**src/rtl/scan_decoder.sv**
```systemverilog
// One-hot decoder with registered outputs: direct-load or prescaled auto-scan.
// Optional SCAN_BLANK_EN: blank D on the last cycle of each scan step.
module scan_decoder #(
  parameter int N        = 3,
  parameter int OUTS     = 8,
  parameter int PRESCALE = 4
) (
  input  logic            clk,
  input  logic            rst,
  input  logic            E,
  input  logic            MODE,
  input  logic            LD,
  input  logic [N-1:0]    A,
  output logic [OUTS-1:0] D,
  output logic [N-1:0]    IDX,
  output logic            WRAP,
  output logic            ERR
);

  localparam int CW = (PRESCALE > 1) ? $clog2(PRESCALE) : 1;
  localparam logic [CW-1:0] LASTC  = CW'(PRESCALE - 1);
  localparam logic [N-1:0]  LASTI  = N'(OUTS - 1);
  localparam logic [N:0]    OUTS_W = (N + 1)'(OUTS);

  typedef enum logic [1:0] {
    S_IDLE,
    S_DIRECT,
    S_SCAN
  } state_e;

  state_e          state_q, state_d;
  logic [N-1:0]    idx_q, idx_d;
  logic [OUTS-1:0] d_q, d_d;
  logic [CW-1:0]   cnt_q, cnt_d;
  logic            wrap_q, wrap_d;
  logic            err_q, err_d;
  logic            a_ok;

  function automatic logic [OUTS-1:0] onehot(input logic [N-1:0] i);
    logic [OUTS-1:0] oh;
    for (int k = 0; k < OUTS; k++) begin
      oh[k] = (int'(i) == k);
    end
    return oh;
  endfunction

  assign a_ok = ({1'b0, A} < OUTS_W);

  always_comb begin
    state_d = state_q;
    idx_d   = idx_q;
    d_d     = d_q;
    cnt_d   = cnt_q;
    wrap_d  = 1'b0;
    err_d   = 1'b0;
    if (!E) begin
      state_d = S_IDLE;
      d_d     = '0;
      cnt_d   = '0;
    end else if (!MODE) begin
      state_d = S_DIRECT;
      cnt_d   = '0;
      if (LD) begin
        if (a_ok) idx_d = A;
        else      err_d = 1'b1;
      end
      d_d = onehot(idx_d);
    end else begin
      state_d = S_SCAN;
      // Entering scan restarts the prescaler; a step never coincides with entry.
      if (state_q != S_SCAN) begin
        cnt_d = '0;
      end else if (cnt_q == LASTC) begin
        cnt_d = '0;
        if (idx_q == LASTI) begin
          idx_d  = '0;
          wrap_d = 1'b1;
        end else begin
          idx_d = idx_q + N'(1);
        end
      end else begin
        cnt_d = cnt_q + CW'(1);
      end
      d_d = onehot(idx_d);
`ifdef SCAN_BLANK_EN
      if (cnt_d == LASTC) d_d = '0;
`else
`endif
    end
  end

  always_ff @(posedge clk) begin
    if (rst) begin
      state_q <= S_IDLE;
      idx_q   <= '0;
      d_q     <= '0;
      cnt_q   <= '0;
      wrap_q  <= 1'b0;
      err_q   <= 1'b0;
    end else begin
      state_q <= state_d;
      idx_q   <= idx_d;
      d_q     <= d_d;
      cnt_q   <= cnt_d;
      wrap_q  <= wrap_d;
      err_q   <= err_d;
    end
  end

  assign D    = d_q;
  assign IDX  = idx_q;
  assign WRAP = wrap_q;
  assign ERR  = err_q;

endmodule

```
**config.mk**
```make
export PLATFORM = sky130hd
export DESIGN_NAME = scan_decoder
export DESIGN_NICKNAME = d
export VERILOG_FILES = /design/src/rtl/scan_decoder.sv
export SDC_FILE = /design/constraint.sdc
export NUM_CORES = 1
export LEC_CHECK = 0
export ABC_AREA = 1
export CORE_MARGIN = 1
export CORE_UTILIZATION = 35
export CTS_CLUSTER_SIZE = 40
export DETAILED_ROUTE_END_ITERATION = 12
export PLACE_DENSITY = 0.66
export SLEW_MARGIN = 40
export SYNTH_ARGS = -nofsm -noshare
export SYNTH_HDL_FRONTEND = slang
export SYNTH_SLANG_ARGS = --single-unit
export TNS_END_PERCENT = 50
```
**constraint.sdc**
```tcl
create_clock -name clk -period 1.55 [get_ports clk]
set_input_delay 0.155 -clock clk [delete_from_list [all_inputs] [get_ports clk]]
set_output_delay 0.155 -clock clk [all_outputs]
set_load 0.005 [all_outputs]
```
==> flow_summary.yaml, run 1 <==
synth:
  syn_avg_cell_area_sq_um: 7.72
  yosys.cell_count.top_type: "nand2_1"
  ys_ff_latch: 16
  ys_types: 21
  ys_top_cells_by_area: "dfxtp_1 44%, nand2_1 10%, nor2_1 6.7%"
  synth_warnings: 0
  synth_area_sq_um: 733
  yosysSeqAreaShare_pct: 43.7
  synth-edff-count: 0
  synth_nets: 106
  synth_top_area_cell: "dfxtp_1"
  synth_top_area_share_pct: 43.7
  synth_cells: 95
  synth-async-reset-ratio_pct: 0
  ys_top_cells_by_count: "20 x nand2_1, 16 x dfxtp_1, 13 x nor2_1, 11 x inv_1, 6 x nand3_1"
  synth_ff_type: "dfxtp_1"
die:
  initial_core_util_pct: 37.4
  die_x_um: 47.8
  row_count: 16
  pin_count: 21
  dieArea_sq_mm: 0.00228
  die_y_um: 47.8
  core-area_sq_mm: 0.00196
clock_tree:
  clkSinkCount: 16
  hold_buffers: 0
  htree_levels: 1
  clk_pin_slew_ns: 0.09
  clk-insertion-delay-late_ns: 0.28
  cts_tree: "done"
  numCtsBuffers: 3
  cts-root-buf: "clkbuf_4"
  cts_buffer_depth: 2
sta:
  fmax_ghz: 0.711
  final_max_slew_viol_count: 0
  fin_crit_ns: 1.41
  fin_setup_tns_ns: 0
  period_share_pct: 90.8
  hold_viol: 0
  setup_slack_ns: 0.143
  fin_skew_ns: 0.000811
  setup_viol: 0
  rsz0062_at_grt: "no"
status:
  status: "finished clean"
layout:
  diodes: 0
  fin_nets: 132
  layout-drive-gt1-share_pct: 19.3
  area_growth_pct: 36.9
  nFillCells: 206
worst_hold_path:
  worstHoldStart: "cnt_q[0]$_SDFF_PP0_"
  min_path_type: "reg -> reg"
  min_path_cells: 1
  holdPathEnd: "cnt_q[0]$_SDFF_PP0_"
global_route:
  grt_usage_pct: 14.2
  global_route.overflow_total: 0
  grt_start_max_net_pins: 9
  grt_first_pass_wirelength_um: 2260
  antenna_found_initial: 0
  first_global_vias: 584
worst_setup_path:
  crit_path_start_kind: "flop"
  crit_type: "reg -> reg"
  crit_fanout: 5
  arrival_ns: 1.63
  required_ns: 1.77
  r2r_start: "IDX[0]$_SDFFE_PP0P_"
  end_kind: "flop"
  r2r-end: "D[7]$_SDFF_PP0_"
  worstRegToRegCells: 9
  reg2reg_setup_slack_ns: 0.14
drt:
  drc: 0
  wl_per_cell_um: 9.72
  ant_nets: 0
  first_pass_iters: 4
  drtIter0Drc: 13
  vias_per_cell: 4.56
  vias: 666
  wirelength_um: 1420
placement:
  gp_congestion: 0.843
  preCtsSetupSlack_ns: 0.0913
  dp_hpwl_um: 1140
  io_buffers: 19
run:
  maxCapViolations: 0
pwr:
  ir_drop_mv: 0.335
  power.density_mw_per_mm2: 785
  p_leak_nw: 0.429
-- placed cells by master (no fill, tap or decap), types with 3 or more instances in the layout --
master / n
clkbuf_4: 3
clkdlybuf4s50_1: 19
ha_1: 3
dfxtp_1: 15
buf_4: 4
nand2_2: 6
nor2_1: 13
nand3_1: 5
inv_1: 11
o21ai_2: 3
nand2_1: 19
-- layout make-up --
class	instances	area [sq um]	share of cell area [%]
clock buffers	3	22.5	2.24
inverters	12	45.0	4.49
multi-input cells	65	360	35.9
flip-flops and latches	16	322	32.0
well taps	27	33.8	3.37
repair buffers	23	220	21.9
-- cell families after synthesis --
family	share of synthesized area, %
simple gates	31.7
flops	43.7
buf+inv	8.19
compound gates	10.8
fa+ha+maj	5.12
other cells	0.511
-- worst max path at each step --
stage / startpoint / to / slack, ns
2_1_floorplan: IDX[0]$_SDFFE_PP0P_ / IDX[2]$_SDFFE_PP0P_ / 0.24
3_3_place_gp: IDX[0]$_SDFFE_PP0P_ / D[6]$_SDFF_PP0_ / 0.1
3_5_place_dp: IDX[0]$_SDFFE_PP0P_ / D[6]$_SDFF_PP0_ / 0.09
4_1_cts: IDX[0]$_SDFFE_PP0P_ / D[6]$_SDFF_PP0_ / 0.06
5_1_grt: IDX[0]$_SDFFE_PP0P_ / D[7]$_SDFF_PP0_ / 0.006
6_report: IDX[0]$_SDFFE_PP0P_ / D[7]$_SDFF_PP0_ / 0.14
-- what timing repair did --
item,CTS,global route
buffers inserted,0,0
setup endpoints to repair,0,6
gates resized for setup,0,3
-- through the flow --
| step | std cells | total power (W) | hold WS (ns) | area [sq um] | utilization, % |
|---|---|---|---|---|---|
| 2_1_floorplan | 95 | 0.000523 | 0.248 | 733 | - |
| 3_3_place_gp | 143 | 0.000584 | 0.413 | 972 | 49.6 |
| 3_5_place_dp | 143 | 0.000583 | 0.444 | 972 | 49.6 |
| 4_1_cts | 146 | 0.000790 | 0.457 | 995 | 50.7 |
| 5_1_grt | 146 | 0.000826 | 0.473 | 1000 | 51.1 |
| 6_report | 146 | 0.000788 | 0.455 | 1000 | 51.1 |
-- layer usage --
metal  vias up  global-route usage, %  routed length (um)
met2        20                   21.4                 650
met1       292                   19.6                 694
met3         3                   2.26                  57
met4         0                   6.67                  17
li1        351                      -                   -
met5         -                      0                   0
-- report_power, final --
part	leakage, nW	total [W]	internal (W)	switching (W)
Combinational	0.285	0.000146	0.0000708	0.0000748
Clock	0.0138	0.000212	0.0000901	0.000121
Sequential	0.130	0.000431	0.000423	0.00000763
-- state kept, by name, indices dropped and copies added, names as in the netlist --
name and count:
IDX 3, WRAP 1, cnt_q 2, D 8, state_q 2
-- worst max-delay path, stage by stage (launching register included) --
cell     delay (ns)
dfxtp_2        0.35
ha_1           0.20
ha_1           0.19
nor2_1         0.08
nand3_1        0.12
nand2_2        0.11
nand2_2        0.07
nand2_2        0.07
nand2_1        0.07
nor2_1         0.09
Power figures use the tool's default switching activity.
==> run 2: changes to the inputs <==
--- a/config.mk
+++ b/config.mk
@@ -7,10 +7,10 @@
 export LEC_CHECK = 0
 export ABC_AREA = 1
 export CORE_MARGIN = 1
-export CORE_UTILIZATION = 35
+export CORE_UTILIZATION = 31
 export CTS_CLUSTER_SIZE = 40
 export DETAILED_ROUTE_END_ITERATION = 12
-export PLACE_DENSITY = 0.66
+export PLACE_DENSITY = 0.6
 export SLEW_MARGIN = 40
 export SYNTH_ARGS = -nofsm -noshare
 export SYNTH_HDL_FRONTEND = slang
==> flow_summary.yaml, run 2 (synthesis gave the netlist of run 1 again) <==
sta:
  setup_viol: 0
  final_max_slew_viol_count: 0
  period_share_pct: 94.4
  hold_viol: 0
  fmax_ghz: 0.683
  fin_crit_ns: 1.46
  fin_skew_ns: 0.00210
  hold_slack_ns: 0.437
pwr:
  p_int_w: 0.000637
  seqPwrFrac_pct: 50.9
  pwr-share-comb_pct: 17.1
  swShare_pct: 24.9
  switching_power_w: 0.000211
  power.density_mw_per_mm2: 834
  clkPwrFrac_pct: 32.0
  total_power_w: 0.000848
  ir_drop_mv: 0.364
  p_leak_nw: 0.436
layout:
  largest_register_ff_count: 8
  diodes: 0
  fin_nets: 132
  area_growth_pct: 38.7
  nFillCells: 226
  fin_util_pct: 46.0
  layout-drive-gt1-share_pct: 19.2
  layout_common_cells: "19 x nand2_1, 19 x clkdlybuf4s50_1, 16 x dfxtp_1"
worst_setup_path:
  reg2reg_setup_slack_ns: 0.09
  r2r-end: "D[2]$_SDFF_PP0_"
  arrival_ns: 1.65
  worstRegToRegCells: 7
  required_ns: 1.74
  end_kind: "flop"
  crit_path_start_kind: "flop"
  r2r_start: "IDX[0]$_SDFFE_PP0P_"
  crit_fanout: 5
  crit_type: "reg -> reg"
clock_tree:
  clkSinkCount: 16
  clk-insertion-delay-late_ns: 0.29
  cts_tree: "done"
  clk_pin_slew_ns: 0.09
  cts_setup_buffers: 0
  htree_levels: 1
  cts_buffer_depth: 2
  cts-root-buf: "clkbuf_4"
  numCtsBuffers: 3
global_route:
  grt_usage_pct: 12.8
  first_global_vias: 594
  global_route.overflow_total: 0
  antenna_found_initial: 0
  grt_start_max_net_pins: 10
  grt_first_pass_wirelength_um: 2390
placement:
  gp_congestion: 0.840
  dp_hpwl_um: 1150
  io_buffers: 19
run:
  maxCapViolations: 0
drt:
  wirelength_um: 1420
  drc: 0
  vias: 650
  vias_per_cell: 4.39
  wl_per_cell_um: 9.59
  ant_nets: 0
  first_pass_iters: 4
  drtIter0Drc: 12
die:
  die_y_um: 50.6
  row_count: 17
  initial_core_util_pct: 33.1
  core-area_sq_mm: 0.00221
  pin_count: 21
  die_x_um: 50.6
  dieArea_sq_mm: 0.00256
status:
  status: "finished clean"
worst_hold_path:
  min_path_cells: 1
  min_path_type: "reg -> reg"
  worstHoldStart: "cnt_q[0]$_SDFF_PP0_"
  holdPathEnd: "cnt_q[0]$_SDFF_PP0_"
[run 2: worst max path at each step]
stage                          end           startpoint
3_3_place_gp   IDX[2]$_SDFFE_PP0P_  IDX[0]$_SDFFE_PP0P_
3_5_place_dp       D[4]$_SDFF_PP0_  IDX[0]$_SDFFE_PP0P_
2_1_floorplan  IDX[2]$_SDFFE_PP0P_  IDX[0]$_SDFFE_PP0P_
4_1_cts            D[4]$_SDFF_PP0_  IDX[0]$_SDFFE_PP0P_
5_1_grt            D[1]$_SDFF_PP0_  IDX[0]$_SDFFE_PP0P_
6_report           D[2]$_SDFF_PP0_  IDX[0]$_SDFFE_PP0P_
[run 2: layout make-up]
cell class	instances	area, sq um	area share, %
clock buffer	4	36.3	3.57
inverter	12	45.0	4.43
multi-input combinational	65	360	35.4
sequential	16	320	31.5
tap	28	35.0	3.44
timing repair buffer	23	220	21.6
[run 2: metrics by stage]
step | cells | cell area, sq um | setup slack, ns | setup TNS, ns
global placement | 144 | 973 | 0.0885 | 0
floorplan | 95 | 733 | 0.243 | 0
CTS | 148 | 1010 | 0.0801 | 0
finish | 148 | 1020 | 0.0866 | 0
global route | 148 | 1020 | -0.00110 | -0.00110
detailed placement | 144 | 973 | 0.111 | 0
[run 2: power groups by stage]
| stage | registers, W | clock network [W] | logic, W |
|---|---|---|---|
| 6_report | 0.000432 | 0.000271 | 0.000145 |
| 5_1_grt | 0.000433 | 0.000306 | 0.000163 |
| 4_1_cts | 0.000432 | 0.000283 | 0.000144 |
| 3_5_place_dp | 0.000441 | 0 | 0.000143 |
| 3_3_place_gp | 0.000442 | 0 | 0.000143 |
| 2_1_floorplan | 0.000443 | 0 | 0.0000800 |
[run 2: layer usage]
layer  share of wire [%]  vias to the layer above  track usage [%]
met5                   0                        -                0
met1                  49                      276             15.4
met4                 3.4                        0             9.72
met2                  43                       19             20.2
li1                    -                      350                -
met3                 4.8                        5             2.12
[run 2: worst max-delay path, stage by stage, from the launching register on]
cell     delay (ns)
dfxtp_1        0.36
ha_1           0.21
ha_1           0.27
nand4_1        0.10
nand3_1        0.17
nand2_1        0.07
nand2_1        0.11
nor2_1         0.06
[run 2: timing repair]
action	CTS	global route
resized for setup	0	2
setup endpoints to repair	0	7
hold buffers	0	0
hold endpoints to repair	0	0
